## src/rtl/ls_unit.sv

```systemverilog
// ls_unit: load/store execution unit.
//
// Accepts one memory op at a time from the load/store buffer through the
// LSreadEn/LSworkEn handshake. The op then runs as a sequence of single-byte
// transfers on the memory-controller port. Loads are assembled little-endian,
// sign- or zero-extended, and broadcast on the LS result bus. Every op,
// including a NOP, ends with a one-cycle LSdone pulse.
//
// Ports
//   clk, rst          clock (rising edge) and synchronous active-high reset
//   rdy               global enable; when low, all state and registered outputs hold
//   LSworkEn          op valid from the buffer (single cycle)
//   operandO, imm     base address and sign-extended offset (effective addr = sum)
//   operandT          store data
//   wrtTag, wrtName   destination rename tag and architectural register
//   opCode            [2:0] funct3, [3] 1 = store / 0 = load
//   LSreadEn          unit can accept an op this cycle
//   LSdone            op retired (pulse)
//   enLSwrt           load result valid (pulse) with LStag/LSname/LSdata
//   memReq/memWr      byte request and direction (1 = write)
//   memAddr/memWData  byte address and write byte
//   memAck/memRData   request accepted; read byte valid in the same cycle

module ls_unit #(
    parameter int unsigned DATA_W = 32,
    parameter int unsigned TAG_W  = 4,
    parameter int unsigned NAME_W = 5,
    parameter int unsigned OP_W   = 4
) (
    input  logic              clk,
    input  logic              rst,
    input  logic              rdy,

    input  logic              LSworkEn,
    input  logic [DATA_W-1:0] operandO,
    input  logic [DATA_W-1:0] operandT,
    input  logic [DATA_W-1:0] imm,
    input  logic [TAG_W-1:0]  wrtTag,
    input  logic [NAME_W-1:0] wrtName,
    input  logic [OP_W-1:0]   opCode,
    output logic              LSreadEn,

    output logic              LSdone,
    output logic              enLSwrt,
    output logic [TAG_W-1:0]  LStag,
    output logic [NAME_W-1:0] LSname,
    output logic [DATA_W-1:0] LSdata,

    output logic              memReq,
    output logic              memWr,
    output logic [DATA_W-1:0] memAddr,
    output logic [7:0]        memWData,
    input  logic              memAck,
    input  logic [7:0]        memRData
);

    typedef enum logic [1:0] {
        StIdle,
        StAccess,
        StDone
    } state_e;

    state_e            state_q;
    logic [DATA_W-1:0] addr_q;
    logic [DATA_W-1:0] data_q;
    logic [DATA_W-1:0] rbuf_q;
    logic [OP_W-1:0]   op_q;
    logic [TAG_W-1:0]  tag_q;
    logic [NAME_W-1:0] name_q;
    logic [1:0]        cnt_q;

    logic [1:0]        last_cnt;
    logic [DATA_W-1:0] rbuf_next;
    logic [DATA_W-1:0] load_result;
    logic              is_store;

    assign is_store = op_q[3];

    // Index of the final byte of the access (N-1). Size code 3 never reaches
    // StAccess, so its value here is irrelevant.
    always_comb begin
        last_cnt = 2'd0;
        case (op_q[1:0])
            2'd0:    last_cnt = 2'd0;
            2'd1:    last_cnt = 2'd1;
            2'd2:    last_cnt = 2'd3;
            default: last_cnt = 2'd0;
        endcase
    end

    // Read buffer with the byte arriving this cycle merged in, so the final
    // ack can produce the complete result without an extra cycle.
    always_comb begin
        rbuf_next = rbuf_q;
        rbuf_next[{cnt_q, 3'b000} +: 8] = memRData;
    end

    // op[2] selects zero extension (LBU/LHU); otherwise sign extension.
    always_comb begin
        load_result = rbuf_next;
        case (op_q[1:0])
            2'd0: load_result = {{(DATA_W-8){~op_q[2] & rbuf_next[7]}}, rbuf_next[7:0]};
            2'd1: load_result = {{(DATA_W-16){~op_q[2] & rbuf_next[15]}}, rbuf_next[15:0]};
            default: load_result = rbuf_next;
        endcase
    end

    // The buffer sees LSreadEn drop in the issue cycle, preventing back-to-back issue.
    assign LSreadEn = (state_q == StIdle) && !LSworkEn;

    // Memory port is decoded straight off the state register so memReq falls in
    // the cycle after the final ack. Outside StAccess the port is driven to zero.
    assign memReq   = (state_q == StAccess);
    assign memWr    = memReq & is_store;
    assign memAddr  = memReq ? (addr_q + DATA_W'(cnt_q)) : '0;
    assign memWData = memReq ? data_q[{cnt_q, 3'b000} +: 8] : 8'h00;

    always_ff @(posedge clk) begin
        if (rst) begin
            state_q <= StIdle;
            addr_q  <= '0;
            data_q  <= '0;
            rbuf_q  <= '0;
            op_q    <= '0;
            tag_q   <= '0;
            name_q  <= '0;
            cnt_q   <= 2'd0;
            LSdone  <= 1'b0;
            enLSwrt <= 1'b0;
            LStag   <= '0;
            LSname  <= '0;
            LSdata  <= '0;
        end else if (rdy) begin
            case (state_q)
                StIdle: begin
                    if (LSworkEn) begin
                        addr_q <= operandO + imm;
                        data_q <= operandT;
                        op_q   <= opCode;
                        tag_q  <= wrtTag;
                        name_q <= wrtName;
                        cnt_q  <= 2'd0;
                        rbuf_q <= '0;
                        // Size code 3 is a NOP: no transfers, retire immediately
                        // without a result broadcast.
                        if (opCode[1:0] == 2'd3) begin
                            state_q <= StDone;
                            LSdone  <= 1'b1;
                        end else begin
                            state_q <= StAccess;
                        end
                    end
                end

                StAccess: begin
                    if (memAck) begin
                        if (!is_store) begin
                            rbuf_q <= rbuf_next;
                        end
                        if (cnt_q == last_cnt) begin
                            state_q <= StDone;
                            LSdone  <= 1'b1;
                            if (!is_store) begin
                                enLSwrt <= 1'b1;
                                LStag   <= tag_q;
                                LSname  <= name_q;
                                LSdata  <= load_result;
                            end
                        end else begin
                            cnt_q <= cnt_q + 2'd1;
                        end
                    end
                end

                StDone: begin
                    // Result bus returns to zero so stores and NOPs never show stale data.
                    LSdone  <= 1'b0;
                    enLSwrt <= 1'b0;
                    LStag   <= '0;
                    LSname  <= '0;
                    LSdata  <= '0;
                    state_q <= StIdle;
                end

                default: begin
                    state_q <= StIdle;
                end
            endcase
        end
    end

endmodule

```

## config.mk

```make
export PLATFORM = sky130hd
export DESIGN_NAME = ls_unit
export DESIGN_NICKNAME = d
export VERILOG_FILES = /design/src/rtl/ls_unit.sv
export SDC_FILE = /design/constraint.sdc
export NUM_CORES = 1
export LEC_CHECK = 0
export ABC_CLOCK_PERIOD_IN_PS = 4200
export CORE_MARGIN = 3
export CORE_UTILIZATION = 45
export DETAILED_ROUTE_END_ITERATION = 8
export PLACE_DENSITY_LB_ADDON = 0.2
export SLEW_MARGIN = 15
export SYNTH_ARGS = -nofsm -noshare
export SYNTH_HDL_FRONTEND = slang
export SYNTH_SLANG_ARGS = --single-unit
```

## constraint.sdc

```tcl
create_clock -name clk -period 4.2 [get_ports clk]
set_clock_uncertainty 0.1 [all_clocks]
set_input_delay 0.42 -clock clk [delete_from_list [all_inputs] [get_ports clk]]
set_output_delay 0.42 -clock clk [all_outputs]
set_load 0.005 [all_outputs]
```

==> flow_metrics.env <==
export IMPL_maxSlewViolCount=0
export IMPL_numPortBuffers=207
export IMPL_hpwl_um=18000
export IMPL_cp_end_kind="primary output"
export IMPL_status="complete, no violations"
export IMPL_io_pin_count=208
export IMPL_clock_sinks=156
export IMPL_setup_violations=0
export IMPL_crit_fanout=7
export IMPL_clk_path_buf_depth=2
export IMPL_critPathKind="flip-flop to primary output"
export IMPL_synth_cells=1152
export IMPL_grt_pass1_wl_um=40500
export IMPL_timing_hold_ws_ns=0.353
export IMPL_netlist_cell_type_count=62
export IMPL_holdBufCountCts=0
export IMPL_finalSetupTns_ns=0
export IMPL_finalCritPeriodShare_pct=88.6
export IMPL_area_growth_pct=32.0
export IMPL_synth_ff_type="dfxtp_1"
export IMPL_rsz0062_at_grt="no"
export IMPL_drt_pass1_iter_count=5
export IMPL_nets=1487
export IMPL_num_rows=50
export IMPL_die_h_um=146
export IMPL_antenna_left=0
export IMPL_cts_resized=0
export IMPL_clkTransAtPathRegs_ns=0.06
export IMPL_initial_core_util_pct=46.3
export IMPL_min_period_ns=3.72
export IMPL_clockRootBuffer="clkbuf_16"
export IMPL_first_global_vias=8091
export IMPL_yosysWarnings=0
export IMPL_fp_dieW_um=146
export IMPL_required_ns=3.68
export IMPL_synth_cell_area_um2=8780
export IMPL_powerDensity_nw_per_um2=320
export IMPL_cts_tree="done"
export IMPL_antenna_cells=0
export IMPL_worstSkewPairLatency_ns=0.42
export IMPL_grt_max_degree=78
export IMPL_htreeDepth=4
export IMPL_core_area_um2=19000
export IMPL_stdcell_count=1595
export IMPL_die_area_um2=21200
export IMPL_ir_drop_uv=272
export IMPL_post_cts_setup_buffer_count=0
export IMPL_maxClockFrequency_mhz=269
export IMPL_syn_avg_cell_area_um2=7.62
export IMPL_viasPerCell=5.54
export IMPL_relSlewSlack_pct=46.7
export IMPL_antenna_found_initial=0
export IMPL_synth_edf_count=0
export IMPL_dpl_cell_count=1563
export IMPL_ys_async_sr_fraction_pct=0
export IMPL_drc_errors=0
export IMPL_cap_violations=0
export IMPL_wl_per_cell_um=15.7
export IMPL_startpoint_type="flip-flop"
export IMPL_arrival_ns=3.20
export IMPL_p_leak_nw=4.19
export IMPL_syn_nets=1317
export IMPL_numCtsBuffers=17
export IMPL_finalHoldViolations=0
export IMPL_via_count=8837
export IMPL_wirelength_um=25000
export IMPL_final_layout_size_suffix_gt1_share_pct=5.17
export IMPL_finalWeightedCongestion=0.878
export IMPL_ys_ff_latch=156
export IMPL_ys_seq_area_share_pct=35.6
export IMPL_hp_class="flip-flop to flip-flop"
export IMPL_grt_overflow=0
export IMPL_grt_use_total_pct=22.8
export IMPL_tightest_slew_ns=0.799
export IMPL_drtIter0Drc=648
## registers in the layout, summed over array words and instances, names as in the netlist
name	cells
LSdata	32
LSdone	1
LSname	5
LStag	4
addr_q	32
cnt_q	2
data_q	32
enLSwrt	1
name_q	5
op_q	4
rbuf_q	32
state_q	2
tag_q	4
## worst max-delay path, cell delays in order (launching register included)
cell and delay [ns]:
dfxtp_1 0.33, ha_1 0.19, fa_1 0.26, nand4_1 0.17, or4_1 0.69, or3_1 0.35, a21oi_1 0.24, clkdlybuf4s50_1 0.55
## per-layer routing
layer,routed length (µm),vias up,GRT usage (%)
met5,0,-,0
met4,381,0,6.51
met3,1390,26,4.80
met2,12300,258,38.9
met1,11000,4132,29.2
li1,-,4421,-
## power by group
| part | internal (mW) | total (mW) | switching [mW] |
|---|---|---|---|
| Combinational | 0.300 | 0.671 | 0.371 |
| Clock | 0.860 | 1.46 | 0.598 |
| Sequential | 1.54 | 1.58 | 0.0462 |
| Total | 2.70 | 3.71 | 1.01 |
## final cells by class
cell class | count | area (µm²)
fill | 1756 | 7360
multi-input combinational | 904 | 5320
clock buffer | 22 | 474
timing repair buffer | 221 | 2170
clock inverter | 10 | 91.3
sequential | 156 | 3120
inverter | 22 | 82.6
tap | 260 | 325
## per-stage QoR
stage | worst slack [ns] | instance area (µm²) | util [%] | power [mW]
detailed placement | 0.697 | 11000 | 58.2 | 2.28
global route | 0.245 | 11600 | 61.2 | 3.88
CTS | 0.450 | 11600 | 61.2 | 3.73
finish | 0.479 | 11600 | 61.2 | 3.71
floorplan | 1.31 | 8780 | - | 2.01
global placement | 0.725 | 11000 | 58.2 | 2.27
## Yosys cell counts (3+ instances only)
cell type	n	share of area (%)
a211oi_1	3	0.26
a21o_1	12	1.0
a21oi_1	143	8.2
a221oi_1	3	0.30
a22oi_1	58	5.0
a311o_1	3	0.34
a31o_2	3	0.30
a31oi_1	13	0.93
and2_1	14	1.0
and3_1	13	0.93
and4_1	6	0.60
buf_1	6	0.26
clkbuf_1	62	2.7
dfxtp_1	156	36
ha_1	41	5.8
inv_1	20	0.86
mux2i_1	6	0.68
mux4_2	8	2.1
nand2_1	190	8.1
nand2b_1	5	0.36
nand3_1	31	1.8
nand4_1	15	1.1
nor2_1	134	5.7
nor2b_1	20	1.4
nor3_1	36	2.1
nor4_1	4	0.28
o211ai_1	5	0.43
o21a_1	3	0.26
o21ai_0	40	2.3
o21bai_1	6	0.51
or2_2	3	0.21
or3_1	9	0.64
or4_1	8	0.68
xnor2_1	15	1.5
xor2_1	25	2.5
## final timing paths
check	cells after the start	slack, ns	start	endpoint
max	7	0.48	addr_q[0]$_SDFFE_PP0P_	memAddr[22]
min	2	0.35	enLSwrt$_SDFFE_PP0P_	enLSwrt$_SDFFE_PP0P_
max reg2reg	10	0.98	cnt_q[0]$_SDFFE_PP0P_	LSdata[18]$_SDFFE_PP0P_
min reg2reg	2	0.35	enLSwrt$_SDFFE_PP0P_	enLSwrt$_SDFFE_PP0P_
## cells in the final DEF (no fill, tap or decap), types with 13 or more instances in the layout
cell             instances
nor3_1                  36
clkbuf_16               17
nor2b_1                 20
a22oi_1                 58
nand3_1                 30
o21ai_0                 40
xor2_1                  25
buf_4                   15
clkdlybuf4s50_1        206
inv_1                   20
xnor2_1                 15
and2_1                  14
nand2_1                190
dfxtp_1                156
a21oi_1                143
nor2_1                 134
a31oi_1                 13
ha_1                    41
nand4_1                 15
## cell families after synthesis
kind of cell	synth area share [%]
compound gates	21.8
xor+xnor	3.99
fa+ha+maj	6.30
buf+inv	3.96
flops	35.6
mux	2.74
simple gates	25.7
Note: power is estimated with default switching activity, not from simulation.
